## config.mk

```make
export PLATFORM = sky130hd
export DESIGN_NAME = mm_controller_param
export DESIGN_NICKNAME = d
export VERILOG_FILES = /design/src/rtl/mm_pkg.sv /design/src/rtl/mm_mac_lane.sv /design/src/rtl/mm_controller_param.sv
export SDC_FILE = /design/constraint.sdc
export NUM_CORES = 2
export LEC_CHECK = 0
export CORE_AREA = 2 2 225 227
export DETAILED_ROUTE_END_ITERATION = 8
export DIE_AREA = 0 0 227 229
export HOLD_SLACK_MARGIN = 0.05
export PLACE_DENSITY = 0.83
export SLEW_MARGIN = 20
export SYNTH_ARGS = -nofsm -noshare
export SYNTH_HDL_FRONTEND = slang
export SYNTH_SLANG_ARGS = --single-unit
```

## constraint.sdc

```tcl
create_clock -name clk -period 24.5 [get_ports clk]
set_input_delay 4.9 -clock clk [delete_from_list [all_inputs] [get_ports clk]]
set_output_delay 4.9 -clock clk [all_outputs]
set_load 0.1 [all_outputs]
```

## src/rtl/mm_pkg.sv

```systemverilog
// Shared state encoding and width helpers for the parametrised matrix-multiply controller.
package mm_pkg;

  typedef enum logic [2:0] {
    ST_IDLE  = 3'd0,
    ST_FETCH = 3'd1,
    ST_DRAIN = 3'd2,
    ST_WRITE = 3'd3,
    ST_DONE  = 3'd4
  } mm_state_t;

  // Counter width that stays legal (>= 1 bit) when the count range collapses to one value.
  function automatic int cnt_width(input int v);
    return (v > 1) ? $clog2(v) : 1;
  endfunction

  function automatic int acc_width(input int dw, input int n);
    return 2 * dw + $clog2(n);
  endfunction

endpackage

```

## src/rtl/mm_mac_lane.sv

```systemverilog
// One multiply-accumulate lane: clear-on-first-product, signed or unsigned operands,
// result wraps modulo 2^ACCW. The combinational next value is exported for the C write path.
module mm_mac_lane #(
  parameter int DW   = 8,
  parameter int ACCW = 21
) (
  input  logic            clk,
  input  logic            rst,
  input  logic            en,
  input  logic            clr,
  input  logic            signed_md,
  input  logic [DW-1:0]   a,
  input  logic [DW-1:0]   b,
  output logic [ACCW-1:0] sum
);

  logic [ACCW-1:0] acc_reg;
  logic [ACCW-1:0] a_ext;
  logic [ACCW-1:0] b_ext;
  logic [ACCW-1:0] prod;

  always_comb begin
    a_ext = signed_md ? {{(ACCW-DW){a[DW-1]}}, a} : {{(ACCW-DW){1'b0}}, a};
    b_ext = signed_md ? {{(ACCW-DW){b[DW-1]}}, b} : {{(ACCW-DW){1'b0}}, b};
    prod  = a_ext * b_ext;
    sum   = acc_reg;
    if (en) begin
      sum = clr ? prod : acc_reg + prod;
    end
  end

  always_ff @(posedge clk or posedge rst) begin
    if (rst) begin
      acc_reg <= '0;
    end else begin
      acc_reg <= sum;
    end
  end

endmodule

```

## src/rtl/mm_controller_param.sv

```systemverilog
// Matrix-multiply controller C = A x B over external sync SRAMs; LANES columns of C are
// produced per block, and every memory-side output comes straight from a flop.
module mm_controller_param
  import mm_pkg::*;
#(
  parameter int N      = 32,
  parameter int DW     = 8,
  parameter int LANES  = 4,
  parameter int RD_LAT = 1,
  parameter int ACCW   = acc_width(DW, N),
  localparam int AW_A  = $clog2(N*N),
  localparam int AW_B  = $clog2(N*N/LANES),
  localparam int AW_C  = $clog2(N*N)
) (
  input  logic                  clk,
  input  logic                  rst,
  input  logic                  start,
  input  logic                  abort,
  input  logic                  signed_md,
  input  logic [DW-1:0]         a_rdata,
  input  logic [DW*LANES-1:0]   b_rdata,
  output logic [AW_A-1:0]       address_a,
  output logic [AW_B-1:0]       address_b,
  output logic                  nce,
  output logic                  nwrt,
  output logic [AW_C-1:0]       address_c,
  output logic [ACCW-1:0]       C_in,
  output logic                  nce_out,
  output logic                  nwrt_out,
  output logic                  busy,
  output logic                  done
);

  localparam int NB  = N / LANES;
  localparam int KW  = cnt_width(N);
  localparam int JBW = cnt_width(NB);
  localparam int LW  = cnt_width(LANES);
  localparam int DCW = cnt_width(RD_LAT + 1);

  mm_state_t       state_reg, state_next;
  logic [KW-1:0]   i_reg, i_next;
  logic [KW-1:0]   k_reg, k_next;
  logic [JBW-1:0]  jb_reg, jb_next;
  logic [LW-1:0]   lane_reg, lane_next;
  logic [DCW-1:0]  dcnt_reg, dcnt_next;
  logic            signed_reg, signed_next;

  logic [DW-1:0]       a_q;
  logic [DW*LANES-1:0] b_q;
  logic [RD_LAT:0]     v_pipe;
  logic [RD_LAT:0]     f_pipe;
  logic                fetch_v;
  logic                fetch_first;

  logic [ACCW-1:0] mac_sum [LANES];
  logic [ACCW-1:0] c_sel;
  logic [AW_A-1:0] addr_a_next;
  logic [AW_B-1:0] addr_b_next;
  logic [AW_C-1:0] addr_c_next;
  logic [ACCW-1:0] c_in_next;

  always_ff @(posedge clk or posedge rst) begin
    if (rst) begin
      state_reg  <= ST_IDLE;
      i_reg      <= '0;
      k_reg      <= '0;
      jb_reg     <= '0;
      lane_reg   <= '0;
      dcnt_reg   <= '0;
      signed_reg <= 1'b0;
    end else begin
      state_reg  <= state_next;
      i_reg      <= i_next;
      k_reg      <= k_next;
      jb_reg     <= jb_next;
      lane_reg   <= lane_next;
      dcnt_reg   <= dcnt_next;
      signed_reg <= signed_next;
    end
  end

  always_comb begin
    state_next  = state_reg;
    i_next      = i_reg;
    k_next      = k_reg;
    jb_next     = jb_reg;
    lane_next   = lane_reg;
    dcnt_next   = dcnt_reg;
    signed_next = signed_reg;
    if (state_reg != ST_IDLE && abort) begin
      state_next = ST_IDLE;
    end else begin
      case (state_reg)
        ST_IDLE: begin
          if (start && !abort) begin
            state_next  = ST_FETCH;
            signed_next = signed_md;
            i_next      = '0;
            jb_next     = '0;
            k_next      = '0;
          end
        end
        ST_FETCH: begin
          if (k_reg == KW'(N-1)) begin
            state_next = ST_DRAIN;
            dcnt_next  = '0;
          end else begin
            k_next = k_reg + 1'b1;
          end
        end
        ST_DRAIN: begin
          if (dcnt_reg == DCW'(RD_LAT)) begin
            state_next = ST_WRITE;
            lane_next  = '0;
          end else begin
            dcnt_next = dcnt_reg + 1'b1;
          end
        end
        ST_WRITE: begin
          if (lane_reg == LW'(LANES-1)) begin
            k_next = '0;
            if (jb_reg == JBW'(NB-1)) begin
              if (i_reg == KW'(N-1)) begin
                state_next = ST_DONE;
              end else begin
                state_next = ST_FETCH;
                jb_next    = '0;
                i_next     = i_reg + 1'b1;
              end
            end else begin
              state_next = ST_FETCH;
              jb_next    = jb_reg + 1'b1;
            end
          end else begin
            lane_next = lane_reg + 1'b1;
          end
        end
        ST_DONE:  state_next = ST_IDLE;
        default:  state_next = ST_IDLE;
      endcase
    end
  end

  // Valid/first tags travel alongside the read data so each product meets its k index.
  assign fetch_v     = (state_reg == ST_FETCH) && !abort;
  assign fetch_first = fetch_v && (k_reg == '0);

  always_ff @(posedge clk or posedge rst) begin
    if (rst) begin
      a_q    <= '0;
      b_q    <= '0;
      v_pipe <= '0;
      f_pipe <= '0;
    end else begin
      a_q       <= a_rdata;
      b_q       <= b_rdata;
      v_pipe[0] <= fetch_v;
      f_pipe[0] <= fetch_first;
      for (int s = 1; s <= RD_LAT; s++) begin
        v_pipe[s] <= v_pipe[s-1];
        f_pipe[s] <= f_pipe[s-1];
      end
    end
  end

  genvar gi;
  generate
    for (gi = 0; gi < LANES; gi++) begin : g_lane
      mm_mac_lane #(
        .DW   (DW),
        .ACCW (ACCW)
      ) u_mac (
        .clk       (clk),
        .rst       (rst),
        .en        (v_pipe[RD_LAT]),
        .clr       (f_pipe[RD_LAT]),
        .signed_md (signed_reg),
        .a         (a_q),
        .b         (b_q[gi*DW +: DW]),
        .sum       (mac_sum[gi])
      );
    end
  endgenerate

  // The last product lands on the edge that enters WRITE, so C_in samples the MAC next value.
  always_comb begin
    c_sel = '0;
    for (int l = 0; l < LANES; l++) begin
      if (lane_next == LW'(l)) begin
        c_sel = mac_sum[l];
      end
    end
  end

  always_comb begin
    addr_a_next = address_a;
    addr_b_next = address_b;
    addr_c_next = address_c;
    c_in_next   = C_in;
    if (state_next == ST_FETCH) begin
      addr_a_next = AW_A'(i_next) * AW_A'(N) + AW_A'(k_next);
      addr_b_next = AW_B'(k_next) * AW_B'(NB) + AW_B'(jb_next);
    end
    if (state_next == ST_WRITE) begin
      addr_c_next = AW_C'(i_next) * AW_C'(N) + AW_C'(jb_next) * AW_C'(LANES) + AW_C'(lane_next);
      c_in_next   = c_sel;
    end
  end

  always_ff @(posedge clk or posedge rst) begin
    if (rst) begin
      address_a <= '0;
      address_b <= '0;
      address_c <= '0;
      C_in      <= '0;
      nce       <= 1'b1;
      nwrt      <= 1'b1;
      nce_out   <= 1'b1;
      nwrt_out  <= 1'b1;
      busy      <= 1'b0;
      done      <= 1'b0;
    end else begin
      address_a <= addr_a_next;
      address_b <= addr_b_next;
      address_c <= addr_c_next;
      C_in      <= c_in_next;
      nce       <= (state_next != ST_FETCH);
      nwrt      <= 1'b1;
      nce_out   <= (state_next != ST_WRITE);
      nwrt_out  <= (state_next != ST_WRITE);
      busy      <= (state_next == ST_FETCH) || (state_next == ST_DRAIN) || (state_next == ST_WRITE);
      done      <= (state_next == ST_DONE);
    end
  end

endmodule

```

* Word level (Yosys, flattened, before mapping) *
Index checks and enable logic that the tools add are counted.
W data, S select, Z words.

storage, ports and cells
  register bits = 201
  word-level logic and storage cells = 121

operators by class
  add/sub/neg operators = 13
  multipliers = 4
  equal/unequal tests = 17
  multiplexer cells = 49
  bitwise operators = 1
  reduce and logical (&&, ||, !) cells = 14

operators with widths
  cell                   number
  $mux W21               17
  $add A21 B21 Y21       4
  $mul A21 B21 Y21       4
  $mux W5                9
  $mux W3                12
  $add A10 B5 Y10        2
  $pmux W5 S3            1
  $eq A3 B2 Y1 const B   4
  $pmux W3 S4            1
  $add A10 B2 Y10        1
  $add A5 B1 Y5 const B  2
  $eq A5 B5 Y1 const B   2
  $pmux W5 S2            1
  $add A8 B3 Y8          1
  $eq A2 B2 Y1 const B   3
  $eq A3 B1 Y1 const B   2
  $eq A3 B3 Y1 const B   2
  $mux W2                3
  $pmux W3 S2            1
  $reduce_and A3 Y1      2
  $logic_not A5 Y1       1
  $logic_and A1 B1 Y1    4
  $pmux W2 S2            1
  $add A3 B1 Y3 const B  1
  other kinds (15)       17

* Longest topological paths before layout *
  word-level depth = 9
  depth in mapped cells = 34

* Hierarchy *
Synthesis repeated with hierarchy kept, for this count alone.

second synthesis, totals
  cells, all modules = 3425
  area total of the unflattened synthesis = 32598.8 um^2

by module, submodules not included
  module                         instances  cells each  area each (um^2)  sequential area each (um^2)
  mm_mac_lane (g_lane[0].u_mac)  1          800         7158.1            525.5
  mm_mac_lane (g_lane[1].u_mac)  1          730         6870.3            525.5
  mm_mac_lane (g_lane[2].u_mac)  1          734         6859.1            525.5
  mm_mac_lane (g_lane[3].u_mac)  1          721         6811.5            525.5
  mm_controller_param            1          440         4899.7            2805.2

* Least setup slack after synthesis *
OpenSTA, ideal clock, no wires.

  path type = register to register
  start = register a_q[7]
  end = register C_in[20]
  setup time = 0.124 ns
  data arrival time = 7.927 ns
  data required time = 24.376 ns
  setup slack = 16.449 ns
  stages on the path, launching flop included = 32
  buffers on the path = 3
  cells stage by stage = dfrtp_1 clkbuf_1 and2_1 clkbuf_1 clkbuf_1 nand2_1 fa_1 inv_1 fa_1 fa_1 fa_1 inv_1 fa_1 inv_1 fa_1 fa_1 ha_1 o2111ai_1 a211oi_1 nor3_1 nand2b_1 a21oi_1 xnor2_1 ha_1 inv_1 o21bai_1 a21oi_1 o21ai_1 o311ai_0 nor4bb_1 and4b_1 a211o_1

on the way
  longest elaborated chain between the ends = 9
  elaborated cells between the ends (all ways) = 21

RTL lines
  element                 line                        RTL
  start, declared         mm_controller_param.sv:48   logic [DW-1:0] a_q;
  start signal, assigned  mm_controller_param.sv:155  a_q <= a_rdata;
  $mux W21 (*)            mm_mac_lane.sv:23           a_ext = signed_md ? {{(ACCW-DW){a[DW-1]}}, a} : {{(ACCW-DW){1'b0}}, a};
  $mul A21 B21 Y21        mm_mac_lane.sv:25           prod = a_ext * b_ext;
  $add A21 B21 Y21        mm_mac_lane.sv:28           sum = clr ? prod : acc_reg + prod;
  $mux W21                mm_mac_lane.sv:28
  $mux W21                mm_mac_lane.sv:27           if (en) begin
  $mux W21 (3 in series)  mm_controller_param.sv:189  if (lane_next == LW'(l)) begin
  $mux W21 (*)            mm_controller_param.sv:189
  end signal, assigned    mm_controller_param.sv:226  C_in <= c_in_next;
  end, declared           mm_controller_param.sv:27   output logic [ACCW-1:0] C_in,

Mark *: on every way between the ends. The rest lies on a longest branch, timed or not.
A chain may end at the register's enable or synchronous reset.

* Worst setup path after layout *
  start = register signed_reg
  end = register C_in[20]

on the way
  longest elaborated chain between the ends = 9
  elaborated cells between the ends (all ways) = 25

RTL lines
  element                             line                                  RTL
  start, declared                     mm_controller_param.sv:46             logic signed_reg, signed_next;
  start signal, assigned              mm_controller_param.sv:78             signed_reg <= signed_next;
  $mux W21, on equally long branches  mm_mac_lane.sv:23, mm_mac_lane.sv:24
  $mul A21 B21 Y21                    mm_mac_lane.sv:25
  $add A21 B21 Y21                    mm_mac_lane.sv:28
  $mux W21                            mm_mac_lane.sv:28
  $mux W21                            mm_mac_lane.sv:27
  $mux W21 (3 in series)              mm_controller_param.sv:189
  $mux W21 (*)                        mm_controller_param.sv:189

Marked as above.

==> run summary <==
Outcome: finished clean
Crit path time final: 9.39 ns
Drt first pass iters: 8
Cells after DPL: 4060
Hold path start: v_pipe[0]$_DFF_PP0_
Cell variety after synth: 90
First-pass GRT wire length: 130000 um
Synthesized instance count: 3387
Asr flop ratio synth: 100%
# IOs: 100
EDFF count, synth: 0
Slew Limit Fails: 0
Die Ht: 229 um
WS Path Type: register to register
Ys Warns: 0
Initial antenna violation count: 2
Drt drc: 0
Hold-fix buffers, CTS: 0
DR iter-0 viols: 1637
Grt total ovfl: 0
Die footprint: 0.0520 mm2
GPL Wtd Cong: 0.928
CP max stage delay: 0.88 ns
Synthesized cell area: 0.0320 mm2
Clk_skew: 0.0171 ns
RSZ-0062 raised after global routing: false
Resized cells post-CTS: 0
Area delta synth->final: 6.67%
Ant diodes: 0
Crit-path max FO: 56
Reg2reg end: C_in[20]$_DFFE_PP0P_
Vias in the first global route: 25.5k
Hold Crit Class: register to register
Max Freq: 0.106 GHz
Most common library cells after synthesis: 522 x inv_1, 485 x fa_1, 363 x ha_1
PortBufs: 98
Synth area leader: fa_1
Die X: 227 um
Starting Density: 64.4%
WP data arrival: 9.78 ns
CTS tree: built
Clock Latency Late Sink: 0.51 ns
CTS H-tree depth: 4
Hold Path End: v_pipe[1]$_DFF_PP0_
Drt via density: 5.93
Clock sinks: 196
Core Rows: 82
Root Buffer: clkbuf_16
Measured slew at the worst slew-check pin: 1.08 ns
FF-to-FF path depth: 29
Total wire length: 77200 um
Max-Cap Viols: 0
Setup_tns: 0 ns
Hold Crit Depth: 0
CP required: 24.89 ns
R2R setup slack: 15.11 ns
Most used cell along the critical path: fa_1
Slowest library cell on the worst path: and2_1
Flops & latches, synth: 196
Main synth FF type: dfrtp_1
Wire length per cell: 18.9 um
Fin Hold WS: 0.356 ns
ANT nets after route: 0
Register area share after synthesis: 15.3%
Post-Place Worst Slack: 15.27 ns
Top-count cell post-synth: inv_1
Final #Nets: 4300
GRT Overall Usage: 31.8%
Syn Area/Cell: 9.44 um2
Core Area: 0.0497 mm2
Max reg flops: 84
Post-Syn Nets: 4280
CP Launch Type: register
Worst-case clock buffer depth: 2
Post-Layout Cell Count: 4092
Launching point of the worst reg2reg path: signed_reg$_DFFE_PP0P_
Top post-synthesis cells by area: fa_1 30%, dfrtp_1 15%, ha_1 14%, inv_1 6.1%, xnor2_1 4.1%
Area share of the largest cell type after synthesis: 30.4%
Largest net degree at the start of global routing: 135
Ratio of cells with drive above 1 in the final layout: 3.19%
Postcts setup bufs: 0
Routed via count: 24.2k
Slew margin rel.: 28.0%
CTS Buf Count: 17
Fin crit share: 38.3%
Setup Viol. Count Final: 0
Worst Setup End Kind: register
Clock Pin Slew Worst Setup and Hold Paths: 0.08 ns
Final WS setup: 15.11 ns
Dpl hpwl: 60400 um
Final Hold Viols: 0
## worst max path at each step
stage                                 from              endpoint  slack (ns)  cells after the start
finish              signed_reg$_DFFE_PP0P_  C_in[20]$_DFFE_PP0P_       15.11                     29
floorplan                              rst   C_in[0]$_DFFE_PP0P_       14.26                      1
CTS                 signed_reg$_DFFE_PP0P_  C_in[20]$_DFFE_PP0P_       15.19                     29
detailed placement  signed_reg$_DFFE_PP0P_  C_in[20]$_DFFE_PP0P_       15.27                     27
global route        signed_reg$_DFFE_PP0P_  C_in[20]$_DFFE_PP0P_       14.56                     29
global placement    signed_reg$_DFFE_PP0P_  C_in[20]$_DFFE_PP0P_       15.50                     27
## through the flow
stage | area [um2] | utilization [%]
floorplan | 32000 | -
global placement | 33500 | 67.5
detailed placement | 33500 | 67.5
CTS | 34100 | 68.7
global route | 34100 | 68.7
finish | 34100 | 68.7
## logic make-up (layout without fill, tap and decap cells)
kind of cell / after synthesis / count (layout) / share of synthesized area, %
adders and majority gates: 848 / 848 / 44.5
AOI/OAI and AO/OA: 584 / 584 / 12.0
muxes: 56 / 56 / 1.83
other: 1 / 1 / 0.0117
DFF: 196 / 196 / 15.3
and+or+nand+nor: 879 / 879 / 13.5
xor gates and xnor gates: 185 / 185 / 5.07
buffers and inverters: 638 / 671 / 7.62
## layout make-up
cell class,instances,area [um2]
Multi-Input combinational cell,2553,24700
Fill cell,3828,15500
Sequential cell,196,4910
Inverter,523,1970
Timing Repair Buffer,116,1120
Tap cell,672,841
Clock buffer,17,425
Clock inverter,15,203
## metal layers
metal	vias to the layer above	part of all wire, %	wire length [um]	GRT usage (%)
li1	11200	-	-	-
met1	12100	42	32500	43.7
met2	860	47	36100	50.5
met3	162	8.3	6380	6.94
met4	0	2.8	2160	10.3
met5	-	0	0	0
## placed cells by master (no fill, tap or decap), drive strengths merged, types with 103 or more instances in the layout
cell type    n
xnor2      150
and2       195
nand2      270
o21ai      103
a21oi      174
inv        533
fa         485
nor2       186
dfrtp      194
ha         363
## critical path, delay by kind of cell (launching register included)
family	cells	cell delay, ns
fa+ha+maj	9	4.09
simple gates	6	2.25
compound gates	8	1.43
buf+inv	5	0.94
flops	1	0.33
xor+xnor	1	0.17
Power is not shown: default switching activity piles up to over one toggle a cycle in this logic, so the estimate is an artifact.
